File: config.mk
export PLATFORM = sky130hd
export DESIGN_NAME = branch_tracker
export DESIGN_NICKNAME = d
export VERILOG_FILES = /design/src/rtl/branch_pkg.sv /design/src/rtl/bt_fifo.sv /design/src/rtl/branch_tracker.sv
export SDC_FILE = /design/constraint.sdc
export NUM_CORES = 1
export LEC_CHECK = 0
export BUFFER_PORTS_ARGS = -buffer_cell sky130_fd_sc_hd__buf_2
export CAP_MARGIN = 20
export CORE_UTILIZATION = 30
export CTS_BUF_LIST = sky130_fd_sc_hd__clkbuf_8 sky130_fd_sc_hd__clkbuf_16
export CTS_CLUSTER_SIZE = 16
export DETAILED_ROUTE_END_ITERATION = 12
export GPL_TIMING_DRIVEN = 1
export RECOVER_POWER = 100
export SETUP_SLACK_MARGIN = 0.1
export SYNTH_ARGS = -nofsm -noshare
export SYNTH_HDL_FRONTEND = slang
export SYNTH_SLANG_ARGS = --single-unit
File: constraint.sdc
create_clock -name clk -period 2.6 [get_ports clk]
set_clock_uncertainty 0.15 [all_clocks]
set_input_delay 0.26 -clock clk [delete_from_list [all_inputs] [get_ports clk]]
set_output_delay 0.26 -clock clk [all_outputs]
set_load 0.1 [all_outputs]
File: src/rtl/branch_pkg.sv
// Shared definitions for the branch tracker: default depth, pointer width and
// the tracker's RUN/FLUSH state encoding.
package branch_pkg;

    localparam int DEPTH_DEFAULT = 4;
    localparam int PTR_W_DEFAULT = $clog2(DEPTH_DEFAULT);

    typedef enum logic {
        ST_RUN   = 1'b0,
        ST_FLUSH = 1'b1
    } state_t;

    function automatic int ptr_width(input int depth);
        return $clog2(depth);
    endfunction

endpackage

File: src/rtl/bt_fifo.sv
// Prediction FIFO: one bit per outstanding branch, wrapping pointers, an
// occupancy count and a synchronous clear that overrides push/pop.
module bt_fifo
    import branch_pkg::*;
#(
    parameter  int DEPTH = DEPTH_DEFAULT,
    localparam int PTR_W = ptr_width(DEPTH),
    localparam int CNT_W = PTR_W + 1
) (
    input  logic             clk,
    input  logic             reset,
    input  logic             i_push,
    input  logic             i_pop,
    input  logic             i_clear,
    input  logic             i_data,
    output logic             o_head,
    output logic [CNT_W-1:0] o_count
);

    logic [DEPTH-1:0] r_mem;
    logic [PTR_W-1:0] r_wr_ptr;
    logic [PTR_W-1:0] r_rd_ptr;
    logic [CNT_W-1:0] r_count;

    // Storage carries no reset; its contents are meaningless until pushed.
    always_ff @(posedge clk) begin
        if (i_push && !i_clear) begin
            r_mem[r_wr_ptr] <= i_data;
        end
    end

    always_ff @(posedge clk or posedge reset) begin
        if (reset) begin
            r_wr_ptr <= '0;
            r_rd_ptr <= '0;
            r_count  <= '0;
        end else if (i_clear) begin
            r_wr_ptr <= '0;
            r_rd_ptr <= '0;
            r_count  <= '0;
        end else begin
            if (i_push) begin
                r_wr_ptr <= r_wr_ptr + PTR_W'(1);
            end
            if (i_pop) begin
                r_rd_ptr <= r_rd_ptr + PTR_W'(1);
            end
            r_count <= r_count + CNT_W'(i_push) - CNT_W'(i_pop);
        end
    end

    assign o_head  = r_mem[r_rd_ptr];
    assign o_count = r_count;

endmodule

File: src/rtl/branch_tracker.sv
// Tracks predicted branches between fetch and execute, reports training
// results to the predictor and flushes all younger entries on a mispredict.
module branch_tracker
    import branch_pkg::*;
#(
    parameter  int DEPTH = DEPTH_DEFAULT,
    localparam int CNT_W = ptr_width(DEPTH) + 1
) (
    input  logic             clk,
    input  logic             reset,
    input  logic             request,
    input  logic             prediction,
    input  logic             resolve_valid,
    input  logic             resolve_taken,
    output logic             result,
    output logic             taken,
    output logic             mispredict,
    output logic             stall,
    output logic [CNT_W-1:0] count,
    output logic             error
);

    state_t           r_state;
    state_t           w_state_nxt;
    logic             r_req_d;
    logic             w_accept;
    logic             w_pop;
    logic             w_push;
    logic             w_mis;
    logic             w_head;
    logic             w_full;
    logic [CNT_W-1:0] w_count;

    bt_fifo #(.DEPTH(DEPTH)) u_fifo (
        .clk     (clk),
        .reset   (reset),
        .i_push  (w_push),
        .i_pop   (w_pop),
        .i_clear (w_mis),
        .i_data  (prediction),
        .o_head  (w_head),
        .o_count (w_count)
    );

    // Counting the in-flight request keeps its push from overflowing the FIFO.
    assign w_full = (w_count + CNT_W'(r_req_d)) >= CNT_W'(DEPTH);

    always_comb begin
        w_state_nxt = r_state;
        w_pop       = resolve_valid && (w_count != '0) && (r_state == ST_RUN);
        w_mis       = w_pop && (w_head != resolve_taken);
        stall       = (r_state == ST_FLUSH) || w_full;
        case (r_state)
            ST_RUN:   if (w_mis) w_state_nxt = ST_FLUSH;
            ST_FLUSH: w_state_nxt = ST_RUN;
            default:  w_state_nxt = ST_RUN;
        endcase
    end

    assign w_accept = request && !stall;
    assign w_push   = r_req_d && !w_mis;
    assign count    = w_count;

    always_ff @(posedge clk or posedge reset) begin
        if (reset) begin
            r_state    <= ST_RUN;
            r_req_d    <= 1'b0;
            result     <= 1'b0;
            taken      <= 1'b0;
            mispredict <= 1'b0;
            error      <= 1'b0;
        end else begin
            r_state    <= w_state_nxt;
            r_req_d    <= w_accept;
            result     <= w_pop;
            taken      <= w_pop && resolve_taken;
            mispredict <= w_mis;
            if (resolve_valid && !w_pop) begin
                error <= 1'b1;
            end
        end
    end

endmodule

* Word-level counts from Yosys, hierarchy flattened
Cells that the tools add are included.
Word-level totals: register bits 17, latch bits 0, bits in writable memories 0, bits in read-only memories 0, input bits 6, output and inout bits 8, word-level logic and storage cells 49, memories 0
Cells by class: $add $sub $neg 5, multiply operators 0, divide/modulo/power cells 0, order comparisons 4, eq/ne operators 1, shift operators 0, mux-type cells 12, bitwise logic cells 1, reductions and logical operators 16
Operators with widths (number):
- 1-bit logical AND | 9
- 2-bit two-way mux | 4
- 3-bit by 1-bit adder with 3-bit output | 2
- 2-bit by 3-bit < comparator with 1-bit output, second input constant | 2
- 2-bit by 1-bit adder with 2-bit output, second input constant | 2
- 4-bit bitwise mux | 1
- 2-bit nonzero test | 2
- 3-bit greater-or-equal comparator, second input constant | 1
- 1-bit logical NOT | 3
- 1-bit two-way mux | 3
- 3-bit two-way mux | 1
- 3-bit nonzero test | 1
- 3-bit by 1-bit subtractor with 3-bit output | 1
- 1-bit binary-select mux with 2-bit select | 1
- 1-bit demux with 2-bit select | 1
- 2-bit by 1-bit greater-or-equal comparator with 1-bit output, second input constant | 1
- 1-bit one-hot mux with 2 select lines | 1
- 1-bit logical OR | 1
- 1-bit != test | 1
- 1-bit inverter | 1

* Depth between registers and ports, before layout
Gate-level depths: netlist of run 1.
depth after elaboration 9, gate-level depth with buffers 13, mapped depth without buffers 12

* Hierarchy
A second synthesis of run 1 with hierarchy kept.
Second synthesis, totals: cell total of the unflattened synthesis 64, area, all modules 838.3 um2
By module, submodules not included:
- bt_fifo | instances 1, cells an instance 43, area each 564.3 um2, sequential area each 295.3 um2
- branch_tracker | instances 1, cells an instance 21, area each 274.0 um2, sequential area each 150.1 um2

* Least setup slack after synthesis of run 1
No wires, ideal clock.
path kind register to register, start register u_fifo.r_count[1] (netlist: u_fifo.o_count[1]), end register u_fifo.r_count[2] (netlist: u_fifo.o_count[2]), library setup time 0.122 ns, arrival 2.901 ns, path slack -0.573 ns, stages on the path, launching flop included 13, buffers on the path 1, period minus slack after synthesis 3.173 ns, path through dfrtp_1 > o311ai_2 > nor3_2 > buf_6 > nand2b_1 > ha_1 > inv_1 > ha_1 > inv_1 > fa_1 > xor2_1 > xnor2_1 > nor2_1
On the way: cells in the longest elaborated chain, start to end 9
RTL lines:
- from (decl) | RTL line bt_fifo.sv:23 | logic [CNT_W-1:0] r_count;
- from (signal assigned) | RTL line bt_fifo.sv:48 | r_count <= r_count + CNT_W'(i_push) - CNT_W'(i_pop);
- 3-bit nonzero test (*) | RTL line branch_tracker.sv:50 | w_pop = resolve_valid && (w_count != '0) && (r_state == ST_RUN);
- 1-bit logical AND (*) (2 in series) | RTL line branch_tracker.sv:50
- 1-bit logical AND (*) | RTL line branch_tracker.sv:51 | w_mis = w_pop && (w_head != resolve_taken);
- named net u_fifo.i_clear | RTL line bt_fifo.sv:14 | input logic i_clear,
- 1-bit logical NOT | RTL line branch_tracker.sv:61 | assign w_push = r_req_d && !w_mis;
- 1-bit logical AND | RTL line branch_tracker.sv:61
- 3-bit by 1-bit adder with 3-bit output | RTL line bt_fifo.sv:48
- 3-bit by 1-bit subtractor with 3-bit output | RTL line bt_fifo.sv:48
- 3-bit two-way mux (*) | RTL line bt_fifo.sv:37 | end else if (i_clear) begin
Mark *: on every way through the listed nets, which the timed path passes. The rest lies on a longest branch. A chain may end at the register's enable or synchronous reset.

* Worst setup path in the final report of run 1
start register u_fifo.r_rd_ptr[1], end register u_fifo.r_count[2] (netlist: u_fifo.o_count[2])
On the way: cells in the longest elaborated chain, start to end 9
RTL lines:
- from (decl) | RTL line bt_fifo.sv:22 | logic [PTR_W-1:0] r_rd_ptr;
- from (signal assigned) | RTL line bt_fifo.sv:46 | r_rd_ptr <= r_rd_ptr + PTR_W'(1);
- 1-bit binary-select mux with 2-bit select (*) | RTL line bt_fifo.sv:52 | assign o_head = r_mem[r_rd_ptr];
- 1-bit two-way mux (implied by the code) (*) | RTL line bt_fifo.sv:52
- 1-bit != test (*) | RTL line branch_tracker.sv:51
- 1-bit logical AND (*) | RTL line branch_tracker.sv:51
- 1-bit logical NOT | RTL line branch_tracker.sv:61
- 1-bit logical AND | RTL line branch_tracker.sv:61
- 3-bit by 1-bit adder with 3-bit output | RTL line bt_fifo.sv:48
- 3-bit by 1-bit subtractor with 3-bit output | RTL line bt_fifo.sv:48
- 3-bit two-way mux (*) | RTL line bt_fifo.sv:37
Every way passes the cells marked *; elsewhere a longest branch is shown, timed or not. The select of a mux whose other input is x is not followed.

==> results of run 1 <==
==> synthesized netlist by cell type (2+ instances only) <==
library cell	instances	area, µm²
sky130_fd_sc_hd__dfrtp_1	13	325
sky130_fd_sc_hd__nand2_1	9	33.8
sky130_fd_sc_hd__nor2_1	9	33.8
sky130_fd_sc_hd__inv_1	8	30.0
sky130_fd_sc_hd__ha_1	6	75.1
sky130_fd_sc_hd__edfxtp_1	4	120
sky130_fd_sc_hd__mux2i_1	4	40.0
sky130_fd_sc_hd__a21oi_1	3	15.0
sky130_fd_sc_hd__nand2b_1	2	12.5
sky130_fd_sc_hd__xnor2_1	2	17.5
sky130_fd_sc_hd__xor2_1	2	17.5
==> sequential cells by signal, summed over array words and instances, names as in the netlist <==
register         flops
mispredict           1
result               1
taken                1
r_state              1
error                1
u_fifo.r_mem         4
r_req_d              1
u_fifo.r_rd_ptr      2
u_fifo.o_count       3
u_fifo.r_wr_ptr      2
==> through the flow <==
step | setup WS, ns | setup TNS, ns
floorplan | -0.151 | -0.151
global placement | -0.0525 | -0.0525
detailed placement | -0.0810 | -0.0810
CTS | -0.0840 | -0.0840
global route | -0.208 | -0.232
finish | -0.0571 | -0.0571
==> worst paths after layout <==
check | startpoint | to | depth (start not counted)
max | u_fifo.r_rd_ptr[1] | u_fifo.o_count[2] | 14
min | request | r_req_d | 2
max reg2reg | u_fifo.r_rd_ptr[1] | u_fifo.o_count[2] | 14
min reg2reg | error | error | 1
max in group asynchronous | reset | u_fifo.o_count[0] | 3
min in group asynchronous | reset | taken | 3
==> logic make-up after synthesis <==
kind of cell | share of synthesized area
and+or+nand+nor | 0.150
muxes | 0.0655
adders and majority gates | 0.113
DFF | 0.530
AOI/OAI and AO/OA | 0.0461
buffers and inverters | 0.0536
xor gates and xnor gates | 0.0417
==> worst max-delay path, stage by stage (launching register included) <==
cell	delay, ns
sky130_fd_sc_hd__dfrtp_1	0.41
sky130_fd_sc_hd__buf_6	0.13
sky130_fd_sc_hd__mux2i_4	0.17
sky130_fd_sc_hd__mux2i_1	0.12
sky130_fd_sc_hd__buf_4	0.15
sky130_fd_sc_hd__nor3_4	0.18
sky130_fd_sc_hd__nand2b_4	0.15
sky130_fd_sc_hd__ha_4	0.20
sky130_fd_sc_hd__inv_2	0.06
sky130_fd_sc_hd__ha_4	0.12
sky130_fd_sc_hd__inv_2	0.03
sky130_fd_sc_hd__fa_2	0.34
sky130_fd_sc_hd__xor2_2	0.16
sky130_fd_sc_hd__xnor2_1	0.14
sky130_fd_sc_hd__nor2_1	0.05
==> per-layer routing <==
metal	GRT usage	vias to the layer above	wire [µm]
li1	-	285	-
met1	0.148	279	636
met2	0.201	8	748
met3	0.0574	3	59
met4	0.0375	0	17
met5	0	-	0
==> final cells by class <==
type	count	area, µm²	share of cell area
inverters	8	30.0	0.0266
flip-flops and latches	17	454	0.403
clock buffers	3	41.3	0.0366
repair buffers	22	138	0.122
multi-input cells	48	422	0.374
clock inverters	1	5.00	0.00444
well taps	30	37.5	0.0333
==> repair_timing <==
item	CTS	global route
resized for setup	2	2
pin swaps	2	0
endpoints found under the hold margin	13	0
hold buffers	1	0
setup endpoints to repair	2	2
==> flow_metrics.py, run 1 <==
metrics = {
    "run_status": {
        "status": "complete, but fails checks",
        "failed_checks": "negative setup slack",
    },
    "sta": {
        "timing.max_slew.rel_slack": 0.657,
        "hold_viol": 0,
        "worst_slack_ns": -0.0571,
        "final.period_utilization": 1.02,
        "tightest_slew_ns": 0.514,
        "achievable-frequency_mhz": 376,
        "min_period_ns": 2.66,
        "grt_setup_unrepaired": "yes",
        "report.final.slew_viol_count": 0,
        "finalHoldWorstSlack_ns": 0.0982,
        "timing.final.setup_violations": 1,
    },
    "cts": {
        "post_cts.repair.setup_buffers": 0,
        "cts_sink_cnt": 17,
        "cts_buffer_depth": 2,
        "clock-root-buffer": "sky130_fd_sc_hd__clkbuf_8",
        "clk-insertion-delay-late_ns": 0.25,
        "tritoncts.num_buffers": 3,
        "clock_tree_from_tritoncts": "yes",
        "clk_pin_slew_ns": 0.07,
        "cts.htree.levels": 1,
    },
    "synthesis": {
        "synth_fp_nets": 88,
        "synth_ff_type": "sky130_fd_sc_hd__dfrtp_1",
        "synth.yosys.seq_area_share": 0.530,
        "yosys_warning_count": 0,
        "synth_edf_count": 4,
        "mapped_cell_area_um2": 841,
        "synth.distinct_cells": 24,
        "synth.ff_latch_count": 17,
        "syn_avg_cell_area_um2": 11.2,
        "async_reset_ff_frac": 0.765,
        "post_synth_inst_count": 75,
    },
    "final_layout": {
        "areaGrowthSynthToFinish_pct": 34.1,
        "layout_commonest_cell": "sky130_fd_sc_hd__buf_2",
        "insertedDiodeCount": 0,
        "final_design_area_no_fill_um2": 1130,
        "final_non_filler_cell_total": 129,
        "final_layout_size_suffix_gt1_frac": 0.384,
        "final_core_utilization": 0.439,
        "fillers": 264,
        "design.final.nets": 113,
        "layout.cells.most_common_list": "sky130_fd_sc_hd__buf_2, sky130_fd_sc_hd__dfrtp_1, sky130_fd_sc_hd__nand2_1, sky130_fd_sc_hd__nor2_1, sky130_fd_sc_hd__buf_4",
    },
    "drt": {
        "vias": 575,
        "drtPass1Iterations": 3,
        "drt_iter0_markers": 4,
        "detail-route-antenna-nets": 0,
        "drt_drc_violations_left": 0,
        "totalWireLength_mm": 1.46,
        "vias_per_cell": 4.46,
        "wl_per_cell_um": 11.3,
    },
    "worst_setup_path": {
        "timing.critical_path.to_type": "register",
        "setup_slack_of_the_worst_register_to_register_path_ns": -0.06,
        "crit_arrival_ns": 2.66,
        "crit_fanout": 3,
        "startpoint_type": "register",
        "timing.critical_path.required_ns": 2.60,
        "setup.worst_path.class": "register to register",
    },
    "placement": {
        "port_buffers": 13,
        "placement.cell_area_um2": 1050,
        "hpwl_mm": 1.11,
        "place_congestion": 0.699,
        "place.detailed.instances": 124,
    },
    "floorplan": {
        "die_width_um": 54.9,
        "initial_utilization": 0.327,
        "die_h_um": 54.9,
        "core_area_um2": 2570,
        "floorplan.die_area_um2": 3020,
        "top_level_ports": 14,
        "std_cell_rows": 18,
    },
    "global_route": {
        "antenna_violations_before_repair": 0,
        "grtUsageTotal": 0.125,
        "grt_overflow": 0,
        "grt_first_pass_wirelength_mm": 2.54,
        "grt_start_max_net_pins": 14,
        "first_global_vias": 569,
    },
    "worst_hold_path": {
        "hold_path.class": "input port to register",
    },
    "run": {
        "cap_violations": 0,
    },
}
Power of run 1 is left out: the tool's default activity adds up to more than one toggle a clock period on the data nets, which glitch-free logic cannot reach.
==> run 2: changes to the inputs <==
- ABC_AREA: unset -> 1
==> run 2 against run 1 <==
Effect of this change: the run now ends clean; fmax grew 9.8%; critical endpoint is now u_fifo.o_count[1]; synthesized area rose by 2.8%; count of clock-buffer cells in the layout unchanged; via count increased by 9.7%; cell count is 13% higher.
==> flow_metrics.py, run 2 <==
metrics = {
    "synthesis": {
        "syn_avg_cell_area_um2": 9.50,
        "post_synth_inst_count": 91,
        "synth_fp_nets": 104,
        "synth.distinct_cells": 17,
        "yosysTopAreaCell": "sky130_fd_sc_hd__dfrtp_1",
        "synth_edf_count": 4,
        "async_reset_ff_frac": 0.765,
        "synth.yosys.seq_area_share": 0.515,
        "yosysMostFrequentCell": "sky130_fd_sc_hd__inv_1",
        "post_synth_most_frequent_cells": "sky130_fd_sc_hd__inv_1, sky130_fd_sc_hd__nand2_1, sky130_fd_sc_hd__dfrtp_1, sky130_fd_sc_hd__nand3_1",
        "yosys_warning_count": 0,
        "mapped_cell_area_um2": 865,
        "synth_ff_type": "sky130_fd_sc_hd__dfrtp_1",
        "synth_top_cells_by_area": "sky130_fd_sc_hd__dfrtp_1, sky130_fd_sc_hd__edfxtp_1, sky130_fd_sc_hd__inv_1, sky130_fd_sc_hd__ha_1, sky130_fd_sc_hd__nand2_1",
        "yosysTopAreaCellShare": 0.376,
        "synth.ff_latch_count": 17,
    },
    "sta": {
        "tightest_slew_ns": 1.17,
        "timing.final.setup_violations": 0,
        "fin_tns_setup_ns": 0,
        "grt_setup_unrepaired": "no",
        "timing.max_slew.rel_slack": 0.224,
        "final.period_utilization": 0.931,
        "min_period_ns": 2.42,
        "hold_viol": 0,
        "achievable-frequency_mhz": 413,
        "report.final.slew_viol_count": 0,
    },
    "cts": {
        "cts.htree.levels": 1,
        "cts_buffer_depth": 2,
        "tritoncts.num_buffers": 3,
        "clk_pin_slew_ns": 0.07,
        "clk-insertion-delay-late_ns": 0.24,
        "clock_tree_from_tritoncts": "yes",
        "cts_sink_cnt": 17,
        "clock-root-buffer": "sky130_fd_sc_hd__clkbuf_8",
    },
    "final_layout": {
        "final_non_filler_cell_total": 146,
        "largest-register": "u_fifo.r_mem",
        "fillers": 255,
        "area.sequential_um2": 457,
        "layout.cells.most_common_list": "sky130_fd_sc_hd__inv_1, sky130_fd_sc_hd__nand2_1, sky130_fd_sc_hd__dfrtp_1, sky130_fd_sc_hd__nand3_1, sky130_fd_sc_hd__clkbuf_1",
        "multi_input_comb_area_um2": 347,
        "largest_reg_flops": 4,
        "design.final.nets": 129,
        "areaGrowthSynthToFinish_pct": 27.6,
        "insertedDiodeCount": 0,
        "layout_commonest_cell": "sky130_fd_sc_hd__inv_1",
        "final_layout_size_suffix_gt1_frac": 0.252,
    },
    "drt": {
        "drt_iter0_markers": 5,
        "vias": 631,
        "vias_per_cell": 4.32,
        "drt_drc_violations_left": 0,
        "totalWireLength_mm": 1.59,
        "drtPass1Iterations": 4,
        "detail-route-antenna-nets": 0,
        "wl_per_cell_um": 10.9,
    },
    "global_route": {
        "grtUsageTotal": 0.103,
        "grtUsageMet2": 0.189,
        "grt-busiest-layer": "met2",
        "first_global_vias": 629,
        "grt_first_pass_wirelength_mm": 2.53,
        "grt_overflow": 0,
        "antenna_violations_before_repair": 0,
        "gr-usage-met1": 0.120,
        "globalRouteMet3Util": 0.0209,
        "grt_start_max_net_pins": 14,
    },
    "floorplan": {
        "die_width_um": 55.7,
        "floorplan.die_area_um2": 3100,
        "top_level_ports": 14,
        "initial_utilization": 0.316,
        "std_cell_rows": 19,
        "die_h_um": 55.7,
        "core_area_um2": 2730,
    },
    "worst_setup_path": {
        "timing.critical_path.required_ns": 2.59,
        "setup_slack_of_the_worst_register_to_register_path_ns": 0.18,
        "critical_path.reg2reg.startpoint": "u_fifo.o_count[2]",
        "timing.critical_path.to_type": "register",
        "crit_arrival_ns": 2.41,
        "worstReg2RegEnd": "u_fifo.o_count[1]",
        "r2r_cells": 14,
        "crit_fanout": 5,
        "startpoint_type": "register",
        "setup.worst_path.class": "register to register",
    },
    "worst_hold_path": {
        "hold_path.class": "input port to register",
        "worst_hold_path.num_cells": 3,
        "whs_endpoint": "r_req_d",
        "holdCritStartpoint": "request",
    },
    "run": {
        "cap_violations": 0,
    },
    "placement": {
        "port_buffers": 13,
        "place.detailed.instances": 135,
        "place_congestion": 0.793,
        "hpwl_mm": 1.16,
    },
    "run_status": {
        "status": "complete, no violations",
    },
}
[run 2: cell types whose count changed after synthesis, sizes merged, moves of 3 or more]
| cell | delta |
|---|---|
| nor2 | -3 |
| mux2i | -4 |
| nand3 | +13 |
| nand2 | +5 |
| inv | +17 |
| a21oi | -3 |
[run 2: worst max-delay path by stage]
| stage | start | endpoint | slack [ns] | depth (start not counted) |
|---|---|---|---|---|
| final | u_fifo.o_count[2] | u_fifo.o_count[1] | 0.18 | 14 |
| after global routing | u_fifo.o_count[2] | u_fifo.o_count[2] | 0.06 | 14 |
| after CTS | u_fifo.o_count[1] | u_fifo.o_count[2] | 0.10 | 14 |
| after detailed placement | u_fifo.o_count[1] | u_fifo.o_count[2] | 0.12 | 14 |
| after global placement | u_fifo.o_count[1] | u_fifo.o_count[1] | 0.20 | 14 |
| after floorplan | u_fifo.o_count[1] | u_fifo.o_count[2] | 0.12 | 14 |
[run 2: final cells by class]
class | instances | share of cell area
Clock buffer | 3 | 0.0374
Clock inverter | 1 | 0.00340
Inverter | 26 | 0.0930
Multi-Input combinational cell | 47 | 0.314
Sequential cell | 17 | 0.414
Tap cell | 31 | 0.0351
Timing Repair Buffer | 21 | 0.103
[run 2: worst max-delay path, cell delays in order (launching register included)]
cell and delay, ns:
sky130_fd_sc_hd__dfrtp_4 0.49, sky130_fd_sc_hd__inv_1 0.10, sky130_fd_sc_hd__nand3_2 0.10, sky130_fd_sc_hd__nand3_4 0.10, sky130_fd_sc_hd__clkinv_4 0.08, sky130_fd_sc_hd__nand3_4 0.09
sky130_fd_sc_hd__nand2_4 0.07, sky130_fd_sc_hd__ha_4 0.21, sky130_fd_sc_hd__inv_1 0.05, sky130_fd_sc_hd__ha_1 0.12, sky130_fd_sc_hd__inv_1 0.06, sky130_fd_sc_hd__fa_2 0.56
sky130_fd_sc_hd__inv_1 0.04, sky130_fd_sc_hd__nand2_1 0.05, sky130_fd_sc_hd__inv_1 0.04
[run 2: cells by family (layout without fill, tap and decap cells)]
logic type | count (synthesis) | after routing | synth area share
buffers and inverters | 27 | 51 | 0.127
flip-flops | 17 | 17 | 0.515
AO/OA/AOI/OAI | 3 | 3 | 0.0232
adder cells (fa/ha/maj) | 7 | 7 | 0.110
XOR/XNOR | 2 | 2 | 0.0203
AND/OR/NAND/NOR | 35 | 35 | 0.204
[run 2: repair_timing]
action | CTS | global route
setup endpoints to repair | 1 | 2
pin swaps | 0 | 3
setup buffers | 0 | 6
resized for setup | 1 | 6
hold endpoints to repair | 13 | 0
hold buffers | 1 | 0
[run 2: per-stage QoR]
step	utilization	hold WS [ns]	worst slack, ns	area [µm²]
after floorplan	-	-0.0130	0.117	878
after global placement	0.358	0.154	0.201	978
after detailed placement	0.358	0.151	0.120	978
after CTS	0.379	0.0818	0.101	1040
after global routing	0.404	0.0899	0.0611	1100
final	0.404	0.0944	0.180	1100
[run 2: layer usage]
layer	wire length (µm)	vias up
met5	0	-
met4	15	0
met3	43	4
met2	899	13
met1	631	294
li1	-	320
Power of run 2 is left out for the same reason.
==> run 3: changes to the inputs <==
- CORE_ASPECT_RATIO: unset -> 1.75
==> run 3 against run 2 <==
Effect of this change: die area up 0.26%; design area down 6.1%; via count down 2.2%; critical path depth unchanged; wire length down 5.7%; global-route usage up 0.65 points; cell count down 6.2%; critical endpoint unchanged.
==> flow_metrics.py, run 3 (synthesized netlist as in run 2, its figures left out) <==
metrics = {
    "drt": {
        "drt_iter0_markers": 21,
        "drt_drc_violations_left": 0,
        "drtPass1Iterations": 4,
        "detail-route-antenna-nets": 0,
        "vias_per_cell": 4.50,
        "wl_per_cell_um": 10.9,
        "totalWireLength_mm": 1.50,
        "vias": 617,
    },
    "sta": {
        "timing.final.setup_violations": 0,
        "hold_viol": 0,
        "report.final.slew_viol_count": 0,
        "timing.max_slew.rel_slack": 0.224,
        "tightest_slew_ns": 1.17,
        "achievable-frequency_mhz": 412,
        "grt_setup_unrepaired": "no",
        "final.period_utilization": 0.933,
        "min_period_ns": 2.43,
        "fin_tns_setup_ns": 0,
    },
    "final_layout": {
        "fillers": 270,
        "design.final.nets": 124,
        "layout.cells.most_common_list": "sky130_fd_sc_hd__inv_1, sky130_fd_sc_hd__nand2_1, sky130_fd_sc_hd__nand3_1, sky130_fd_sc_hd__dfrtp_1, sky130_fd_sc_hd__clkbuf_1",
        "insertedDiodeCount": 0,
        "largest_reg_flops": 4,
        "largest-register": "u_fifo.r_mem",
        "final_layout_size_suffix_gt1_frac": 0.227,
        "areaGrowthSynthToFinish_pct": 19.8,
        "layout_commonest_cell": "sky130_fd_sc_hd__inv_1",
    },
    "cts": {
        "clk-insertion-delay-late_ns": 0.25,
        "tritoncts.num_buffers": 3,
        "clock_tree_from_tritoncts": "yes",
        "cts.htree.levels": 1,
        "cts_sink_cnt": 17,
        "clk_pin_slew_ns": 0.07,
        "cts_buffer_depth": 2,
        "clock-root-buffer": "sky130_fd_sc_hd__clkbuf_8",
    },
    "worst_setup_path": {
        "timing.critical_path.required_ns": 2.60,
        "slowest_delay_ns": 0.52,
        "crit_arrival_ns": 2.43,
        "worstReg2RegEnd": "u_fifo.o_count[1]",
        "slowest_stage": "sky130_fd_sc_hd__fa_2",
        "setup_slack_of_the_worst_register_to_register_path_ns": 0.17,
        "startpoint_type": "register",
        "crit_fanout": 5,
        "worst_path_most_repeated_cell": "sky130_fd_sc_hd__inv_1",
        "setup.worst_path.class": "register to register",
        "critical_path.reg2reg.startpoint": "u_fifo.o_count[1]",
        "timing.critical_path.to_type": "register",
        "r2r_cells": 14,
        "worstPathCellList": "inv_1, nand3_2, nand3_4, inv_4, nand3_2, nand2_2, ha_1, inv_1, ha_1, inv_1, fa_2, inv_1, nand2_1, inv_1",
    },
    "worst_hold_path": {
        "whs_endpoint": "r_req_d",
        "worst_hold_path.num_cells": 3,
        "holdCritStartpoint": "request",
        "hold_path.class": "input port to register",
    },
    "run": {
        "cap_violations": 0,
    },
    "placement": {
        "place_congestion": 0.791,
        "hpwl_mm": 1.18,
        "port_buffers": 13,
    },
    "floorplan": {
        "top_level_ports": 14,
        "initial_utilization": 0.318,
        "floorplan.die_area_um2": 3110,
        "core_area_um2": 2720,
        "die_h_um": 73.0,
        "std_cell_rows": 25,
        "die_width_um": 42.6,
    },
    "global_route": {
        "antenna_violations_before_repair": 0,
        "globalRouteMet3Util": 0.0149,
        "first_global_vias": 632,
        "grtUsageTotal": 0.110,
        "grt-busiest-layer": "met2",
        "gr-usage-met1": 0.104,
        "grt_start_max_net_pins": 14,
        "grt_overflow": 0,
        "grt_first_pass_wirelength_mm": 2.55,
        "grtUsageMet2": 0.215,
    },
    "run_status": {
        "status": "complete, no violations",
    },
}
==> run 3: layout make-up <==
class | instances | area, µm² | share of cell area
Sequential cell | 17 | 458 | 0.442
Multi-Input combinational cell | 47 | 322 | 0.310
Inverter | 26 | 100 | 0.0966
Timing Repair Buffer | 16 | 76.3 | 0.0737
Clock buffer | 3 | 41.3 | 0.0399
Tap cell | 27 | 33.8 | 0.0326
Clock inverter | 1 | 5.00 | 0.00483
==> run 3: worst max-delay path by stage <==
stage,from,to,slack [ns],depth (start not counted)
2_1_floorplan,u_fifo.o_count[1],u_fifo.o_count[2],0.12,14
3_3_place_gp,u_fifo.o_count[1],u_fifo.o_count[2],0.21,14
3_5_place_dp,u_fifo.o_count[1],u_fifo.o_count[2],0.13,14
4_1_cts,u_fifo.o_count[1],u_fifo.o_count[2],0.12,14
5_1_grt,u_fifo.o_count[1],u_fifo.o_count[1],0.06,14
6_report,u_fifo.o_count[1],u_fifo.o_count[1],0.17,14
==> run 3: repair_timing <==
item,in CTS,in global routing
buffers inserted,0,1
hold endpoints to repair,13,0
endpoints found under the setup margin,0,2
gates resized for setup,0,4
hold buffers,1,0
==> run 3: per-layer routing <==
layer | part of all wire | up-vias
met1 | 0.38 | 287
li1 | - | 315
met5 | 0 | -
met2 | 0.58 | 11
met3 | 0.019 | 4
met4 | 0.019 | 0
==> run 3: critical path: cells and delay by family, from the launching register on <==
family | cells | cell delay, ns
adder cells (fa/ha/maj) | 3 | 0.93
buffers and inverters | 6 | 0.34
flip-flops | 1 | 0.50
AND/OR/NAND/NOR | 5 | 0.41
==> run 3: per-stage QoR <==
stage | hold slack (ns) | worst slack (ns) | utilization | instance area [µm²] | cells
after floorplan | -0.0130 | 0.117 | - | 878 | 91
after global placement | 0.148 | 0.209 | 0.358 | 973 | 131
after detailed placement | 0.161 | 0.132 | 0.358 | 973 | 131
after CTS | 0.0554 | 0.116 | 0.378 | 1030 | 136
after global routing | 0.0640 | 0.0569 | 0.381 | 1040 | 137
final | 0.0558 | 0.173 | 0.381 | 1040 | 137
Power of run 3 is left out for the same reason.
